**src/rtl/cdc_handshake_source.sv**
```systemverilog
// -----------------------------------------------------------------------------
// cdc_handshake_source
//
// Source-side controller for a four-phase req/ack handshake. It moves one
// DATA_WIDTH word from the i_clock domain into another clock domain. A word
// is accepted on a valid/ready interface and held on o_data. o_req is then
// sequenced against the asynchronous acknowledge i_ack. i_ack is resynchronised
// through a FF_STAGES flop chain before the FSM uses it. When TIMEOUT_CYCLES
// is non-zero, a handshake phase that stalls for too long is aborted.
//
// Parameters:
//   DATA_WIDTH     width of the transferred word
//   FF_STAGES      synchronizer depth for i_ack (>= 2)
//   TIMEOUT_CYCLES per-phase ack wait limit in cycles, 0 disables the timeout
//
// Ports:
//   i_clock    in   sole clock, rising edge
//   i_reset    in   synchronous active-high reset
//   i_valid    in   source word available
//   i_data     in   source word
//   o_ready    out  word can be accepted this cycle
//   o_req      out  handshake request to the destination domain
//   o_data     out  held word, stable whenever o_req=1
//   i_ack      in   asynchronous acknowledge from the destination domain
//   o_done     out  one-cycle pulse when a handshake completes
//   o_timeout  out  one-cycle pulse when a phase is aborted by the timeout
// -----------------------------------------------------------------------------
module cdc_handshake_source #(
    parameter int DATA_WIDTH     = 8,
    parameter int FF_STAGES      = 2,
    parameter int TIMEOUT_CYCLES = 0
) (
    input  logic                  i_clock,
    input  logic                  i_reset,
    input  logic                  i_valid,
    input  logic [DATA_WIDTH-1:0] i_data,
    output logic                  o_ready,
    output logic                  o_req,
    output logic [DATA_WIDTH-1:0] o_data,
    input  logic                  i_ack,
    output logic                  o_done,
    output logic                  o_timeout
);

    localparam bit TIMEOUT_EN = (TIMEOUT_CYCLES > 0);
    localparam int SETTLE_W   = $clog2(FF_STAGES + 1);
    // A zero-width counter is illegal, so the disabled case keeps one unused bit.
    localparam int PHASE_W    = TIMEOUT_EN ? $clog2(TIMEOUT_CYCLES + 1) : 1;

    localparam logic [SETTLE_W-1:0] SETTLE_DONE = SETTLE_W'(FF_STAGES);
    localparam logic [PHASE_W-1:0]  PHASE_LIMIT = PHASE_W'(TIMEOUT_CYCLES);

    typedef enum logic [1:0] {
        ST_RECOVER  = 2'd0,
        ST_IDLE     = 2'd1,
        ST_REQ_HIGH = 2'd2,
        ST_REQ_LOW  = 2'd3
    } state_t;

    state_t                  state_r;
    state_t                  state_nxt_s;
    logic [FF_STAGES-1:0]    sync_r;
    logic                    ack_s;
    logic [SETTLE_W-1:0]     settle_r;
    logic [SETTLE_W-1:0]     settle_nxt_s;
    logic [PHASE_W-1:0]      phase_r;
    logic [PHASE_W-1:0]      phase_nxt_s;
    logic [PHASE_W-1:0]      phase_inc_s;
    logic                    phase_expired_s;
    logic [DATA_WIDTH-1:0]   data_nxt_s;
    logic                    done_nxt_s;
    logic                    timeout_nxt_s;

    assign ack_s           = sync_r[FF_STAGES-1];
    assign phase_inc_s     = phase_r + PHASE_W'(1);
    assign phase_expired_s = TIMEOUT_EN && (phase_inc_s == PHASE_LIMIT);

    // Synchronizer for the asynchronous acknowledge.
    always_ff @(posedge i_clock) begin
        if (i_reset) begin
            sync_r <= '0;
        end else begin
            sync_r <= {sync_r[FF_STAGES-2:0], i_ack};
        end
    end

    // Next-state, counter and output-pulse decode.
    always_comb begin
        state_nxt_s   = state_r;
        settle_nxt_s  = settle_r;
        phase_nxt_s   = phase_r;
        data_nxt_s    = o_data;
        done_nxt_s    = 1'b0;
        timeout_nxt_s = 1'b0;

        case (state_r)
            ST_RECOVER: begin
                // The settle counter makes sure flops cleared by reset have
                // been refilled from i_ack before ack_s is trusted as low.
                if (settle_r < SETTLE_DONE) begin
                    settle_nxt_s = settle_r + SETTLE_W'(1);
                end else begin
                    settle_nxt_s = settle_r;
                end
                if ((settle_r >= SETTLE_DONE) && !ack_s) begin
                    state_nxt_s = ST_IDLE;
                end else begin
                    state_nxt_s = ST_RECOVER;
                end
            end

            ST_IDLE: begin
                if (i_valid) begin
                    data_nxt_s  = i_data;
                    phase_nxt_s = '0;
                    state_nxt_s = ST_REQ_HIGH;
                end else begin
                    state_nxt_s = ST_IDLE;
                end
            end

            ST_REQ_HIGH: begin
                // When an exit and a timeout happen in the same cycle, the exit takes priority.
                if (ack_s) begin
                    phase_nxt_s = '0;
                    state_nxt_s = ST_REQ_LOW;
                end else if (phase_expired_s) begin
                    timeout_nxt_s = 1'b1;
                    settle_nxt_s  = '0;
                    phase_nxt_s   = '0;
                    state_nxt_s   = ST_RECOVER;
                end else if (TIMEOUT_EN) begin
                    phase_nxt_s = phase_inc_s;
                end else begin
                    phase_nxt_s = phase_r;
                end
            end

            ST_REQ_LOW: begin
                if (!ack_s) begin
                    done_nxt_s  = 1'b1;
                    phase_nxt_s = '0;
                    state_nxt_s = ST_IDLE;
                end else if (phase_expired_s) begin
                    timeout_nxt_s = 1'b1;
                    settle_nxt_s  = '0;
                    phase_nxt_s   = '0;
                    state_nxt_s   = ST_RECOVER;
                end else if (TIMEOUT_EN) begin
                    phase_nxt_s = phase_inc_s;
                end else begin
                    phase_nxt_s = phase_r;
                end
            end

            default: begin
                settle_nxt_s = '0;
                phase_nxt_s  = '0;
                state_nxt_s  = ST_RECOVER;
            end
        endcase
    end

    // State, counters and registered outputs.
    // o_ready and o_req are decoded from the next state, so they line up with the state they describe.
    always_ff @(posedge i_clock) begin
        if (i_reset) begin
            state_r   <= ST_RECOVER;
            settle_r  <= '0;
            phase_r   <= '0;
            o_data    <= '0;
            o_ready   <= 1'b0;
            o_req     <= 1'b0;
            o_done    <= 1'b0;
            o_timeout <= 1'b0;
        end else begin
            state_r   <= state_nxt_s;
            settle_r  <= settle_nxt_s;
            phase_r   <= phase_nxt_s;
            o_data    <= data_nxt_s;
            o_ready   <= (state_nxt_s == ST_IDLE);
            o_req     <= (state_nxt_s == ST_REQ_HIGH);
            o_done    <= done_nxt_s;
            o_timeout <= timeout_nxt_s;
        end
    end

endmodule

```
**config.mk**
```make
export PLATFORM = sky130hd
export DESIGN_NAME = cdc_handshake_source
export DESIGN_NICKNAME = d
export VERILOG_FILES = /design/src/rtl/cdc_handshake_source.sv
export SDC_FILE = /design/constraint.sdc
export NUM_CORES = 1
export LEC_CHECK = 0
export CORE_MARGIN = 3
export CORE_UTILIZATION = 41
export DETAILED_ROUTE_END_ITERATION = 10
export GPL_ROUTABILITY_DRIVEN = 0
export PLACE_DENSITY = 0.88
export SYNTH_ARGS = -nofsm -noshare
export SYNTH_HDL_FRONTEND = slang
export SYNTH_SLANG_ARGS = --single-unit
```
**constraint.sdc**
```tcl
create_clock -name i_clock -period 1.24 [get_ports i_clock]
set_input_delay 0.248 -clock i_clock [delete_from_list [all_inputs] [get_ports i_clock]]
set_output_delay 0.248 -clock i_clock [all_outputs]
set_load 0.01 [all_outputs]
```
==> results.tsv, run 1 <==
metric	value	unit
fmax	869.5	MHz
max_stage_delay	0.34	ns
drv_slew	0	
vias	544	
finalCritPeriodShare	0.9275	
worstPathArrival	0.90	ns
placed_cells	107	
yosysWarningCount	0	
finClkSkew	0.003819	ns
critPathSlowestCell	dfxtp_1	
wl_met1	523	um
wl_met2	634	um
die_width	44.99	um
crit_path_start_kind	register	
htree_levels	1	
clock_path_buffers	2	
drive_gt1_frac	0.07292	
setup_ws	0.08996	ns
crit_type	register to primary output	
grt_usage	0.1402	
power.internal	0.8938	mW
finalCriticalPeriod	1.150	ns
drt_pass1_iterations	2	
drt_iter0_drc	1	
finalHoldViolCount	0	
rsz0062_at_grt	no	
wirelength	1251	um
clk_pin_slew	0.09	ns
worst_ep_required_time	0.99	ns
crit_path_end_kind	primary output	
root_buffer	clkbuf_4	
sequentialPowerShare	0.533	
cp-startpoint	o_data[5]	
wl_met3	81	um
peakVddDrop	926.2	uV
holdWs	0.4465	ns
io_buffers	22	
ys_types	21	
n_antenna_cell	0	
ys.flop_type	dfxtp_1	
synth-seq-area-share	0.5462	
grt_pass1_wl	1994	um
crit_chain	dlygate4sd2_1	
cp_max_fo	2	
num_rows	13	
overflow	0	
post_cts_resized	11	
vias_per_cell	4.901	
r2r-start	state_r[0]	
finalSetupViolCount	0	
ys_ff_latch	17	
highest_layer	met4	
die_y	44.99	um
pre_cts_ws	-0.1189	ns
drv_cap	0	
hp-class	register to register	
p_per_area	1445	mW/mm^2
outcome	completed	
power	1.246	mW
switching_power	0.3519	mW
ios	24	
core	0.001366	sq mm
cp_num_buf_inv	1	
syn_inst	72	
ys_async_sr_fraction	0	
cts_hold_buf	0	
floorplan.die_area	0.002024	sq mm
p_comb_frac	0.230	
switching_share	0.2825	
syn_avg_cell_area	8.654	sq um
leakagePower	0.3684	nW
cts_sinks	17	
start_util	0.4560	
hpwl	927.9	um
detail-route-antenna-nets	0	
post_cts_buffers	0	
synth-edff-count	0	
drc	0	
area_growth	38.35	%
hp-start	sync_r[0]	
worstSkewPairLatency	0.29	ns
syn-num-nets	84	
crit_family	flip-flops	
cts_tree	yes	
layout.nets	109	
syn-cell-area	623.1	sq um
grt_max_degree	11	
cts_buffers	3	
grt_pass1_vias	499	
wl_per_cell	11.27	um
pwr-share-clk	0.237	
stdcell_count	111	
grt_antenna_before_repair	0	
power by group through the flow:
stage	clock (mW)	sequential, mW	combinational [mW]
4_1_cts	0.303	0.665	0.290
3_3_place_gp	0	0.675	0.298
3_5_place_dp	0	0.678	0.308
6_report	0.295	0.664	0.286
2_1_floorplan	0	0.674	0.199
5_1_grt	0.330	0.673	0.325
per-layer routing:
layer,global-route usage,vias up
li1,-,280
met1,0.1443,247
met2,0.2373,15
met3,0.07570,2
met4,0.05263,0
met5,0,-
cell type report:
cell class	count	area [sq um]
Sequential cell	17	340.3
Multi-Input combinational cell	48	236.5
Fill cell	140	504.2
Timing Repair Buffer	26	236.5
Tap cell	15	18.77
Inverter	1	3.754
Clock buffer	4	26.28
cell families after synthesis:
group | count (synthesis) | share of synthesized area
buffers and inverters | 7 | 0.07427
AOI/OAI and AO/OA | 15 | 0.1325
other | 1 | 0.006018
and+or+nand+nor | 31 | 0.2269
xor gates and xnor gates | 1 | 0.01406
DFF | 17 | 0.5462
Yosys cell counts, types with 2 or more instances:
cell,count,area [sq um]
a21oi_1,11,55.05
buf_4,3,22.52
dfxtp_1,17,340.3
nand2_1,17,63.81
nand3b_1,2,15.01
nor2_1,6,22.52
nor2b_1,2,12.51
path summary, 6_finish.rpt:
path                                  end  slack (ns)  depth (start not counted)
worst min-delay path            sync_r[1]        0.45                          1
worst max-delay path            o_data[5]        0.09                          1
worst max register to register  o_data[2]        0.12                          3
worst min register to register  sync_r[1]        0.45                          1
flip-flops by register name, indices dropped and copies added (netlist names):
register	cells
o_data	8
settle_r	2
state_r	2
sync_r	2
o_done	1
o_ready	1
o_req	1
through the flow:
step / TNS, ns / util / cell area [sq um]
2_1_floorplan: 0 / - / 623.1
3_3_place_gp: -0.6591 / 0.6218 / 849.6
3_5_place_dp: -1.059 / 0.6218 / 849.6
4_1_cts: 0 / 0.6310 / 862.1
5_1_grt: 0 / 0.6310 / 862.1
6_report: 0 / 0.6310 / 862.1
cells in the final DEF (no fill, tap or decap):
cell / synthesis / routed
a211oi_1: 1 / 1
a21oi_1: 11 / 11
a221oi_1: 1 / 1
a31oi_1: 1 / 1
and3b_1: 1 / 1
buf_4: 3 / 4
clkbuf_1: 1 / 1
clkbuf_4: 0 / 3
clkdlybuf4s50_1: 0 / 11
conb_1: 1 / 1
dfxtp_1: 17 / 17
dlygate4sd2_1: 0 / 11
inv_1: 1 / 1
nand2_1: 17 / 17
nand2b_1: 1 / 1
nand3b_1: 2 / 2
nor2_1: 6 / 6
nor2b_1: 2 / 2
nor3_1: 1 / 1
nor3b_1: 1 / 1
o21ai_0: 1 / 1
xnor2_1: 1 / 1
Note: power is estimated with default switching activity, not from simulation.
==> run 2: changes to the inputs <==
Settings changed: CORE_UTILIZATION 41 to 43, CTS_BUF_LIST from default to sky130_fd_sc_hd__clkbuf_8, PLACE_DENSITY 0.88 to 0.91.
==> results.tsv, run 2 (synthesis gave the netlist of run 1 again) <==
metric	value	unit	change
outcome	completed		
ios	24		unchanged
sequentialPowerShare	0.490		-0.043
drive_gt1_frac	0.09278		+0.01987
drc	0		unchanged
die_width	44.07	um	-2.0%
switching_power	0.3645	mW	+3.6%
power	1.361	mW	+9.3%
detail-route-antenna-nets	0		unchanged
num_rows	13		unchanged
floorplan.die_area	0.001942	sq mm	-4.0%
dpl_cell_area	857.1	sq um	+0.88%
wirelength	1305	um	+4.3%
io_buffers	22		unchanged
core	0.001334	sq mm	-2.4%
grt_pass1_vias	494		-1.0%
crit_path_end_kind	register		
layout.nets	110		+0.92%
clk_pin_slew	0.06	ns	-0.03 ns
stdcell_area	889.6	sq um	+3.2%
crit_type	register to register		
p_per_area	1530	mW/mm^2	+5.9%
grt_antenna_before_repair	0		unchanged
post_cts_buffers	0		unchanged
p_comb_frac	0.214		-0.016
hp-class	register to register		
start_util	0.4672		+0.01112
finalCritPeriodShare	0.8960		-0.03150
wl_per_cell	11.65	um	+3.4%
stdcell_count	112		+0.90%
cts_sinks	17		unchanged
grt_max_degree	11		unchanged
pwr-share-clk	0.296		+0.059
fin_util	0.6670		+0.03603
hold_path_depth	1		unchanged
r2r-start	state_r[0]		
clock_path_buffers	2		unchanged
drt_pass1_iterations	4		+2
hp-start	sync_r[0]		
ff2ff_path_depth	3		unchanged
worstSkewPairLatency	0.25	ns	-0.04 ns
hold_path_end	sync_r[1]		
finalCriticalPeriod	1.111	ns	-0.03906 ns
area_growth	42.77	%	
r2r-end	o_data[6]		
rsz0062_at_grt	no		
cts_hold_buf	0		unchanged
overflow	0		unchanged
n_antenna_cell	0		unchanged
finalHoldViolCount	0		unchanged
fillers	123		-12%
drv_slew	0		unchanged
pre_cts_ws	-0.1233	ns	-0.004353 ns
reg2reg_setup_slack	0.13	ns	about the same
cts_buffers	3		unchanged
drt_iter0_drc	15		+14
grt_usage	0.1443		+0.004140
power.internal	0.9964	mW	+11%
htree_levels	1		unchanged
post_cts_resized	11		unchanged
fin_tns_setup	0	ns	unchanged
root_buffer	clkbuf_8		
fmax	900.1	MHz	+3.5%
holdWs	0.4483	ns	+0.001773 ns
switching_share	0.2678		-0.01466
worstPathArrival	1.26	ns	+0.36 ns
vias	559		+2.8%
worst_ep_required_time	1.38	ns	+0.39 ns
final_cell_mix	nand2_1 (17), dfxtp_1 (17), a21oi_1 (11), clkdlybuf4s50_1 (11), dlygate4sd2_1 (11)		
top_register	o_data		
finalSetupViolCount	0		unchanged
cts_tree	yes		
crit_path_start_kind	register		
leakagePower	0.3843	nW	+4.3%
setup_ws	0.1290	ns	+0.03906 ns
finClkSkew	0.001928	ns	-0.001892 ns
peakVddDrop	719.3	uV	-22%
die_y	44.07	um	-2.0%
cp_max_fo	9		+7
drv_cap	0		unchanged
placed_cells	108		+0.93%
hpwl	978.6	um	+5.5%
grt_pass1_wl	2014	um	+1.0%
vias_per_cell	4.991		+1.8%
largest_reg_flops	8		unchanged
[run 2: changes by cell type in the layout (fill, tap and decap cells not counted)]
cell      previous run  this run
buf_4                4         5
clkbuf_1             1         0
clkbuf_4             3         0
clkbuf_8             0         3
clkinv_2             0         1
[run 2: area by class of cell]
| cell class | count | area (sq um) | share of cell area |
|---|---|---|---|
| clock buffer | 3 | 41.29 | 0.04641 |
| clock inverter | 1 | 5.005 | 0.005626 |
| inverter | 1 | 3.754 | 0.004219 |
| multi-input combinational | 48 | 236.5 | 0.2658 |
| sequential | 17 | 340.3 | 0.3826 |
| tap | 15 | 18.77 | 0.02110 |
| timing repair buffer | 27 | 244.0 | 0.2743 |
[run 2: how the worst max path moves through the flow]
stage	depth (start not counted)	endpoint	start	slack, ns
after floorplan	4	o_data[0]	state_r[1]	0.26
after global placement	4	o_data[6]	i_valid	-0.08
after detailed placement	4	o_data[6]	i_valid	-0.12
after CTS	3	o_data[6]	state_r[0]	0.12
after global routing	3	o_data[6]	state_r[0]	0.03
final	3	o_data[6]	state_r[0]	0.13
[run 2: worst max-delay path, stage by stage (launching register included)]
cell      delay [ns]
dfxtp_1         0.47
nand3b_1        0.30
nand2_1         0.16
a21oi_1         0.07
[run 2: layer usage]
metal | track usage | vias up | routed length, um
met3 | 0.04065 | 2 | 66
met4 | 0.1084 | 0 | 12
met1 | 0.1624 | 255 | 551
met2 | 0.2297 | 19 | 674
met5 | 0 | - | 0
li1 | - | 283 | -
[run 2: power by group through the flow]
stage	Combinational, mW	Sequential, mW	Clock [mW]
after floorplan	0.199	0.674	0
after global placement	0.304	0.673	0
after detailed placement	0.311	0.679	0
after CTS	0.295	0.665	0.416
after global routing	0.320	0.673	0.432
final	0.292	0.666	0.403
